--- config.mk ---
export PLATFORM = sky130hd
export DESIGN_NAME = fsm_input_conditioner
export DESIGN_NICKNAME = d
export VERILOG_FILES = /design/src/rtl/fsm_input_conditioner.sv
export SDC_FILE = /design/constraint.sdc
export NUM_CORES = 1
export LEC_CHECK = 0
export ABC_AREA = 1
export ABC_CLOCK_PERIOD_IN_PS = 4500
export BUFFER_PORTS_ARGS = -buffer_cell sky130_fd_sc_hd__clkbuf_2
export CAP_MARGIN = 20
export CORE_ASPECT_RATIO = 0.6
export CORE_MARGIN = 1.5
export CORE_UTILIZATION = 25
export CTS_BUF_LIST = sky130_fd_sc_hd__clkbuf_8 sky130_fd_sc_hd__clkbuf_16
export DETAILED_ROUTE_END_ITERATION = 8
export MAX_ROUTING_LAYER = met4
export PLACE_DENSITY = 0.43
export SETUP_SLACK_MARGIN = 0.5
export SKIP_CTS_REPAIR_TIMING = 1
export SLEW_MARGIN = 20
export SYNTH_ARGS = -nofsm -noshare
export SYNTH_HDL_FRONTEND = slang
export SYNTH_HIERARCHICAL = 1
export SYNTH_SLANG_ARGS = --single-unit
--- constraint.sdc ---
create_clock -name clk -period 4.5 [get_ports clk]
set_clock_uncertainty 0.1 [all_clocks]
set_input_delay 1.125 -clock clk [delete_from_list [all_inputs] [get_ports clk]]
set_output_delay 1.125 -clock clk [all_outputs]
set_load 0.02 [all_outputs]
--- src/rtl/fsm_input_conditioner.sv ---
// Two-button front end: per channel a 2-FF synchronizer, a counted debounce
// state machine and a rising-edge one-shot feeding the downstream FSM.

module fsm_input_conditioner #(
    parameter int unsigned DEBOUNCE_CYCLES = 16,
    parameter int unsigned CNT_W           = 5
) (
    input  logic clk,
    input  logic reset,
    input  logic btnA,
    input  logic btnB,
    output logic pulseA,
    output logic pulseB,
    output logic levelA,
    output logic levelB
);

    debounce_channel #(
        .DEBOUNCE_CYCLES(DEBOUNCE_CYCLES),
        .CNT_W          (CNT_W)
    ) u_chan_a (
        .clk  (clk),
        .rst_n(reset),
        .raw  (btnA),
        .pulse(pulseA),
        .level(levelA)
    );

    debounce_channel #(
        .DEBOUNCE_CYCLES(DEBOUNCE_CYCLES),
        .CNT_W          (CNT_W)
    ) u_chan_b (
        .clk  (clk),
        .rst_n(reset),
        .raw  (btnB),
        .pulse(pulseB),
        .level(levelB)
    );

endmodule

// One independent channel: synchronize, qualify N consecutive samples, emit
// a single-cycle pulse only when a press is accepted.
module debounce_channel #(
    parameter int unsigned DEBOUNCE_CYCLES = 16,
    parameter int unsigned CNT_W           = 5
) (
    input  logic clk,
    input  logic rst_n,
    input  logic raw,
    output logic pulse,
    output logic level
);

    typedef enum logic [1:0] {
        LO_STABLE = 2'd0,
        CHK_HI    = 2'd1,
        HI_STABLE = 2'd2,
        CHK_LO    = 2'd3
    } state_t;

    localparam logic [CNT_W-1:0] CNT_LAST = CNT_W'(DEBOUNCE_CYCLES - 1);

    logic             sync1;
    logic             sync2;
    state_t           state;
    logic [CNT_W-1:0] cnt;

    always_ff @(posedge clk or negedge rst_n) begin
        if (!rst_n) begin
            sync1 <= 1'b0;
            sync2 <= 1'b0;
            state <= LO_STABLE;
            cnt   <= '0;
            pulse <= 1'b0;
            level <= 1'b0;
        end else begin
            sync1 <= raw;
            sync2 <= sync1;
            // one-shot: only the accepting transition below re-asserts it
            pulse <= 1'b0;
            case (state)
                LO_STABLE: begin
                    level <= 1'b0;
                    if (sync2) begin
                        state <= CHK_HI;
                        cnt   <= '0;
                    end
                end
                CHK_HI: begin
                    if (!sync2) begin
                        state <= LO_STABLE;
                        cnt   <= '0;
                    end else if (cnt == CNT_LAST) begin
                        state <= HI_STABLE;
                        level <= 1'b1;
                        pulse <= 1'b1;
                    end else begin
                        cnt <= cnt + CNT_W'(1);
                    end
                end
                HI_STABLE: begin
                    level <= 1'b1;
                    if (!sync2) begin
                        state <= CHK_LO;
                        cnt   <= '0;
                    end
                end
                CHK_LO: begin
                    if (sync2) begin
                        state <= HI_STABLE;
                        cnt   <= '0;
                    end else if (cnt == CNT_LAST) begin
                        state <= LO_STABLE;
                        level <= 1'b0;
                    end else begin
                        cnt <= cnt + CNT_W'(1);
                    end
                end
                default: begin
                    state <= LO_STABLE;
                    cnt   <= '0;
                    level <= 1'b0;
                end
            endcase
        end
    end

endmodule

==> results of run 1 <==
[cell usage after synthesis, drive strengths merged]
cell | number | area, um^2
a21oi | 4 | 20.0
dfrtp | 22 | 551
ha | 10 | 125
inv | 26 | 97.6
nand2 | 52 | 205
nand3 | 12 | 60.1
nand4 | 6 | 67.6
nor2 | 18 | 67.6
o21ai | 10 | 57.6
[power groups by stage]
stage | Sequential (mW) | Combinational, mW | Clock (mW)
finish | 0.299 | 0.333 | 0.121
floorplan | 0.299 | 0.251 | 0
detailed placement | 0.302 | 0.335 | 0
global route | 0.307 | 0.392 | 0.134
global placement | 0.298 | 0.326 | 0
CTS | 0.298 | 0.337 | 0.128
[worst paths after layout]
check	slack (ps)	startpoint	endpoint	depth (start not counted)
max	2480	u_chan_b/level	levelB	1
min	250	u_chan_b/sync1	u_chan_b/sync2	0
max reg2reg	2830	u_chan_a/state[0]	u_chan_a/cnt[0]	6
min reg2reg	250	u_chan_b/sync1	u_chan_b/sync2	0
max in group asynchronous	3190	reset	u_chan_a/sync2	1
min in group asynchronous	740	reset	u_chan_b/level	1
[cells by family after synthesis]
family | synth area share
simple gates | 0.320
buf+inv | 0.0780
flops | 0.440
compound gates | 0.0620
fa+ha+maj | 0.100
[routing by layer]
layer / routed length, um / vias up / share of wire
met5: 0 / - / 0
met4: 13 / 0 / 0.0055
met3: 89 / 2 / 0.038
met2: 998 / 13 / 0.42
met1: 1250 / 465 / 0.53
li1: - / 524 / -
[through the flow]
step | util | setup slack, ps | instances
after floorplan | - | 2850 | 160
after global placement | 0.291 | 2770 | 230
after detailed placement | 0.291 | 2770 | 230
after CTS | 0.300 | 2470 | 233
after global routing | 0.300 | 2440 | 233
final | 0.300 | 2480 | 233
[cell type report]
class | count | area, um^2
clock buffer | 3 | 41.3
sequential | 22 | 551
fill | 489 | 3280
inverter | 26 | 97.6
timing repair buffer | 7 | 35.0
tap | 63 | 78.8
multi-input combinational | 112 | 603
==> impl_metrics.tcl, run 1 <==
set metrics [dict create \
    rows 19 \
    switching_power_uw 327 \
    drtIter0Drc 29 \
    power.total_uw 753 \
    grt_first_pass_wirelength_um 4310 \
    area_delta_synth_final_pct 12.4 \
    io-pin-count 8 \
    maxSlewViolCount 0 \
    postRouteAntennaNets 0 \
    arrival_ps 790 \
    drive_gt1_frac 0.106 \
    root_buffer "clkbuf_8" \
    final_cell_mix "48 x nand2_1, 26 x inv_1, 22 x dfrtp_1" \
    met1_usage 0.134 \
    grtUsageTotal 0.104 \
    p_sw_frac 0.435 \
    crit_type "reg -> out" \
    path_clk_slew_ps 80 \
    clk_latency_ps 260 \
    seq_power_share 0.397 \
    ys_ff_latch 22 \
    ys_warn_count 6 \
    viasPerCell 4.31 \
    wire_per_inst_um 10.1 \
    drc 0 \
    clockBufferDepth 2 \
    initial_core_util 0.267 \
    hold_path_class "reg -> reg" \
    post-route-min-period_ps 2020 \
    die_w_um 94.3 \
    port_buffers 7 \
    drv_cap 0 \
    htree_levels 1 \
    first_pass_iters 4 \
    antenna_found_initial 0 \
    worst-path-buf-inv 1 \
    status "completed" \
    rsz0062_at_grt "no" \
    syn_inst 160 \
    hpwlAfterDp_um 1780 \
    p_per_area_nw_per_um2 536 \
    final_common_cell "nand2_1" \
    coreArea_um2 4680 \
    cts_sinks 22 \
    num_vias 1004 \
    synth_fp_nets 174 \
    dpl-instance-area_um2 1370 \
    grt_overflow 0 \
    crit_chain "clkbuf_2" \
    fmax_ghz 0.496 \
    fin_setup_tns_ps 0 \
    slew_headroom 0.626 \
    p_comb_frac 0.442 \
    cts_tree "done" \
    place_congestion 0.825 \
    worstPathRequired_ps 3270 \
    worst_pin_slew_ps 561 \
    path_max_fanout 2 \
    crit_path_end_kind "output port" \
    ys_types 13 \
    antennaDiodeCount 0 \
    largest_registers "u_chan_a/cnt (5), u_chan_b/cnt (5)" \
    grt_pass1_vias 1010 \
    grt_max_degree 23 \
    wl_um 2350 \
    nets 186 \
    final_area_um2 1410 \
    met3_usage 0.0276 \
    p_int_uw 426 \
    crit_family "flip-flops" \
    cellLeakagePower_nw 0.759 \
    finalHoldViolations 0 \
    vdd_ir_drop_max_v 0.000178 \
    busiest_layer "met2" \
    syn_area_per_cell_um2 7.82 \
    dieArea_um2 5450 \
    fin_crit_sh 0.448 \
    yosysSeqAreaShare 0.440 \
    slowest_stage "dfrtp_1" \
    grt_use_met2 0.165 \
    synthesis.area_um2 1250 \
    start_kind "register" \
    clockPowerShare 0.161 \
    dieHeight_um 57.8 \
    setup_viol 0 \
    numCtsBuffers 3 \
    slowest_delay_ps 380 \
    hold-worst-slack_ps 253 \
]
Power figures use the tool's default switching activity.
==> run 2, diff against run 1 <==
--- a/config.mk
+++ b/config.mk
@@ -6,7 +6,7 @@
 export NUM_CORES = 1
 export LEC_CHECK = 0
 export ABC_AREA = 1
-export ABC_CLOCK_PERIOD_IN_PS = 4500
+export ABC_CLOCK_PERIOD_IN_PS = 1700
 export BUFFER_PORTS_ARGS = -buffer_cell sky130_fd_sc_hd__clkbuf_2
 export CAP_MARGIN = 20
 export CORE_ASPECT_RATIO = 0.6
@@ -15,7 +15,7 @@
 export CTS_BUF_LIST = sky130_fd_sc_hd__clkbuf_8 sky130_fd_sc_hd__clkbuf_16
 export DETAILED_ROUTE_END_ITERATION = 8
 export MAX_ROUTING_LAYER = met4
-export PLACE_DENSITY = 0.43
+export PLACE_DENSITY = 0.44
 export SETUP_SLACK_MARGIN = 0.5
 export SKIP_CTS_REPAIR_TIMING = 1
 export SLEW_MARGIN = 20
==> constraint.sdc (replaced) <==
create_clock -name clk -period 1.7 [get_ports clk]
set_clock_uncertainty 0.1 [all_clocks]
set_input_delay 0.425 -clock clk [delete_from_list [all_inputs] [get_ports clk]]
set_output_delay 0.425 -clock clk [all_outputs]
set_load 0.02 [all_outputs]
==> impl_metrics.tcl, run 2 (same netlist as run 1, synthesis figures left out) <==
set metrics [dict create \
    status "completed" \
    coreArea_um2 4680 \
    drv_cap 0 \
    final_area_um2 1720 \
    start_kind "register" \
    viasPerCell 4.35 \
    path_clk_slew_ps 70 \
    area_delta_synth_final_pct 37.3 \
    rsz0062_at_grt "yes" \
    final_cell_mix "34 x nand2_1, 15 x dfrtp_1, 14 x inv_1, 14 x nor2_1, 14 x nand2_2" \
    place_congestion 0.750 \
    fin_cells 240 \
    dpl-instance-area_um2 1440 \
    hold_path_class "in -> async" \
    wire_per_inst_um 10.9 \
    finalHoldViolations 0 \
    htree_levels 1 \
    worstPathRequired_ps 1780 \
    dr_wl_met3_um 65 \
    die_w_um 94.3 \
    fmax_ghz 0.705 \
    postRouteAntennaNets 0 \
    crit_chain "inv_4 -> ha_4 -> inv_4 -> nand2_4 -> o21ai_4 -> nand2_2 -> nand2_1 -> a21oi_2" \
    path_max_fanout 6 \
    p_per_area_nw_per_um2 1510 \
    antenna_found_initial 0 \
    cellLeakagePower_nw 0.796 \
    critPathMostFrequentCell "inv_4" \
    place_ws_ps 212 \
    cts_tree "done" \
    drc 0 \
    slew_headroom 0.625 \
    hpwlAfterDp_um 1820 \
    largest_registers "u_chan_a/cnt (5), u_chan_b/cnt (5)" \
    maxSlewViolCount 0 \
    final_common_cell "nand2_1" \
    worst_slack_ps 282 \
    cts_sinks 22 \
    root_buffer "clkbuf_8" \
    vdd_ir_drop_max_v 0.000711 \
    wl_met2_um 1110 \
    fin_crit_sh 0.834 \
    ff2ff_path_depth 8 \
    rows 19 \
    post-route-min-period_ps 1420 \
    crit_path_end_kind "register" \
    io-pin-count 8 \
    grt_first_pass_wirelength_um 4310 \
    initial_core_util 0.267 \
    slowest_stage "dfrtp_2" \
    slowest_delay_ps 470 \
    num_vias 1045 \
    clockBufferDepth 2 \
    fin_setup_tns_ps 0 \
    grtUsageTotal 0.104 \
    grt_overflow 0 \
    finish.utilization 0.367 \
    grt_pass1_vias 963 \
    port_buffers 7 \
    wl_met1_um 1440 \
    antennaDiodeCount 0 \
    crit_type "reg -> reg" \
    dieHeight_um 57.8 \
    wl_um 2630 \
    first_pass_iters 4 \
    clk_latency_ps 250 \
    top_layer_used "met4" \
    arrival_ps 1500 \
    dieArea_um2 5450 \
    nets 193 \
    grt_max_degree 23 \
    worst_pin_slew_ps 562 \
    drtIter0Drc 40 \
    setup_viol 0 \
    numCtsBuffers 3 \
    drive_gt1_frac 0.435 \
    place_inst 230 \
]
==> run 2: worst paths after layout <==
| check | startpoint | endpoint | slack (ps) |
|---|---|---|---|
| max | u_chan_b/state[0] | u_chan_b/cnt[0] | 280 |
| min reg2reg | u_chan_a/sync1 | u_chan_a/sync2 | 250 |
| max reg2reg | u_chan_b/state[0] | u_chan_b/cnt[0] | 280 |
| min in group clk | btnA | u_chan_a/sync1 | 170 |
| min | reset | u_chan_a/state[0] | 50 |
| max in group asynchronous | reset | asynchronous set/reset pin | 1050 |
==> run 2: layout make-up <==
type	count	area, um^2
inverter	26	108
fill	464	2970
sequential	22	559
multi-input combinational	114	833
timing repair buffer	12	97.6
clock buffer	3	41.3
tap	63	78.8
==> run 2: worst max-delay path: cells and delay by family (launching register included) <==
kind                     cells  cell delay [ps]
AND/OR/NAND/NOR              3              270
flip-flops                   1              470
buffers and inverters        2              140
AO/OA/AOI/OAI                2              220
adder cells (fa/ha/maj)      1              150
==> run 2: metal layers <==
layer | up-vias | track usage
met2 | 10 | 0.153
met4 | 0 | 0.0128
met5 | - | -
met3 | 2 | 0.0315
met1 | 485 | 0.145
li1 | 548 | -
==> run 2: power by group <==
group | leakage (nW) | switching, mW | internal, mW
combinational | 0.499 | 0.771 | 0.629
sequential | 0.275 | 0.215 | 0.661
clock | 0.0216 | 0.155 | 0.158
==> run 2: metrics by stage <==
stage          hold slack, ps  total power [mW]
2_1_floorplan            29.4              1.59
3_3_place_gp              240              1.79
3_5_place_dp              240              1.82
4_1_cts                  67.8              2.14
5_1_grt                  95.3              2.84
6_report                 49.3              2.59
==> run 3, diff against run 2 <==
--- a/config.mk
+++ b/config.mk
@@ -6,7 +6,7 @@
 export NUM_CORES = 1
 export LEC_CHECK = 0
 export ABC_AREA = 1
-export ABC_CLOCK_PERIOD_IN_PS = 1700
+export ABC_CLOCK_PERIOD_IN_PS = 1300
 export BUFFER_PORTS_ARGS = -buffer_cell sky130_fd_sc_hd__clkbuf_2
 export CAP_MARGIN = 20
 export CORE_ASPECT_RATIO = 0.6
==> constraint.sdc (replaced) <==
create_clock -name clk -period 1.3 [get_ports clk]
set_clock_uncertainty 0.1 [all_clocks]
set_input_delay 0.325 -clock clk [delete_from_list [all_inputs] [get_ports clk]]
set_output_delay 0.325 -clock clk [all_outputs]
set_load 0.02 [all_outputs]
==> impl_metrics.tcl, run 3 (same netlist as run 1, synthesis figures left out) <==
set metrics [dict create \
    rows 19 \
    largest_registers "u_chan_a/cnt (5), u_chan_b/cnt (5)" \
    rrSetupSlack_ps -130 \
    register_area_um2 559 \
    numCtsBuffers 3 \
    dieHeight_um 57.8 \
    cellLeakagePower_nw 0.938 \
    grt_first_pass_wirelength_um 4310 \
    wl_um 2850 \
    vdd_ir_drop_max_v 0.00126 \
    viasPerCell 4.32 \
    power.total_mw 3.95 \
    slew_headroom 0.770 \
    area_delta_synth_final_pct 53.5 \
    setup_viol 16 \
    coreArea_um2 4680 \
    dieArea_um2 5450 \
    io-pin-count 8 \
    worst_pin_slew_ps 346 \
    port_buffers 7 \
    hold-worst-slack_ps -73.3 \
    grt_pass1_vias 933 \
    nets 209 \
    fin_crit_sh 1.10 \
    cts_sinks 22 \
    violations "negative hold slack, negative setup slack" \
    grt_max_degree 23 \
    antennaDiodeCount 0 \
    grt_overflow 0 \
    drtIter0Drc 49 \
    crit_path_end_kind "register" \
    slowest_delay_ps 450 \
    place_congestion 0.813 \
    hpwlAfterDp_um 1950 \
    fin_setup_tns_ps -1320 \
    drc 0 \
    arrival_ps 1480 \
    crit_chain "inv_4 -> ha_4 -> o21ai_4 -> nand3_2 -> inv_2 -> nor2_1" \
    die_w_um 94.3 \
    crit_type "reg -> reg" \
    maxSlewViolCount 0 \
    fmax_ghz 0.701 \
    cts_tree "done" \
    rsz0062_at_grt "yes" \
    hold_path_class "in -> async" \
    first_pass_iters 4 \
    drive_gt1_frac 0.485 \
    nFillCells 457 \
    ff2ff_path_depth 6 \
    clockBufferDepth 2 \
    wire_per_inst_um 11.1 \
    final_cell_mix "33 x nand2_1, 17 x buf_4, 17 x inv_1" \
    path_max_fanout 5 \
    path_clk_slew_ps 80 \
    worstPathRequired_ps 1360 \
    drv_cap 0 \
    start_kind "register" \
    rr_endpoint "u_chan_b/cnt[4]" \
    status "finished, violations left" \
    multi_input_area_um2 871 \
    root_buffer "clkbuf_8" \
    post-route-min-period_ps 1430 \
    antenna_found_initial 0 \
    initial_core_util 0.267 \
    htree_levels 1 \
    dpl-instance-area_um2 1610 \
    grtUsageTotal 0.106 \
    p_per_area_nw_per_um2 2060 \
    final_area_um2 1920 \
    clk_latency_ps 260 \
    finalHoldViolations 22 \
    slowest_stage "dfrtp_2" \
    final_common_cell "nand2_1" \
    worst_slack_ps -127 \
    postRouteAntennaNets 0 \
    num_vias 1110 \
]
==> run 3: through the flow <==
| stage | hold slack (ps) | instances | utilization | worst slack (ps) |
|---|---|---|---|---|
| 2_1_floorplan | -70.6 | 160 | - | -19.0 |
| 3_3_place_gp | 224 | 246 | 0.344 | -134 |
| 3_5_place_dp | 226 | 246 | 0.344 | -145 |
| 4_1_cts | -59.8 | 250 | 0.359 | -181 |
| 5_1_grt | -54.4 | 257 | 0.410 | -196 |
| 6_report | -73.3 | 257 | 0.410 | -127 |
==> run 3: layout make-up <==
type	count	area share
clock buffer	3	0.0215
clock inverter	1	0.0156
inverter	26	0.0560
multi-input combinational	114	0.453
sequential	22	0.291
tap	63	0.0410
timing repair buffer	28	0.121
==> run 3: where the power goes <==
part	switching (mW)	internal [mW]
registers	0.204	0.864
clock network	0.221	0.411
logic	1.19	1.06
total	1.62	2.34
==> run 3: layer usage <==
layer / wire [um] / track usage / part of all wire / vias up
met5: 0 / - / 0 / -
met4: 10 / 0.0128 / 0.0035 / 0
met2: 1190 / 0.138 / 0.42 / 19
met3: 107 / 0.0354 / 0.038 / 2
met1: 1550 / 0.161 / 0.54 / 513
li1: - / - / - / 576
==> run 3: how the worst max path moves through the flow <==
stage | startpoint | end | slack (ps) | cells after the start
after floorplan | u_chan_a/state[0] | u_chan_a/cnt[3] | -20 | 9
after global placement | register | u_chan_b/cnt[4] | -130 | 6
after detailed placement | register | u_chan_b/cnt[4] | -140 | 6
after CTS | register | u_chan_b/cnt[4] | -180 | 6
after global routing | register | u_chan_b/cnt[4] | -200 | 6
final | register | u_chan_b/cnt[4] | -130 | 6
==> run 3: worst max-delay path, delay by kind of cell, from the launching register on <==
kind | cells | cell delay (ps)
flip-flops | 1 | 450
adder cells (fa/ha/maj) | 1 | 180
AND/OR/NAND/NOR | 2 | 180
buffers and inverters | 2 | 170
AO/OA/AOI/OAI | 1 | 250
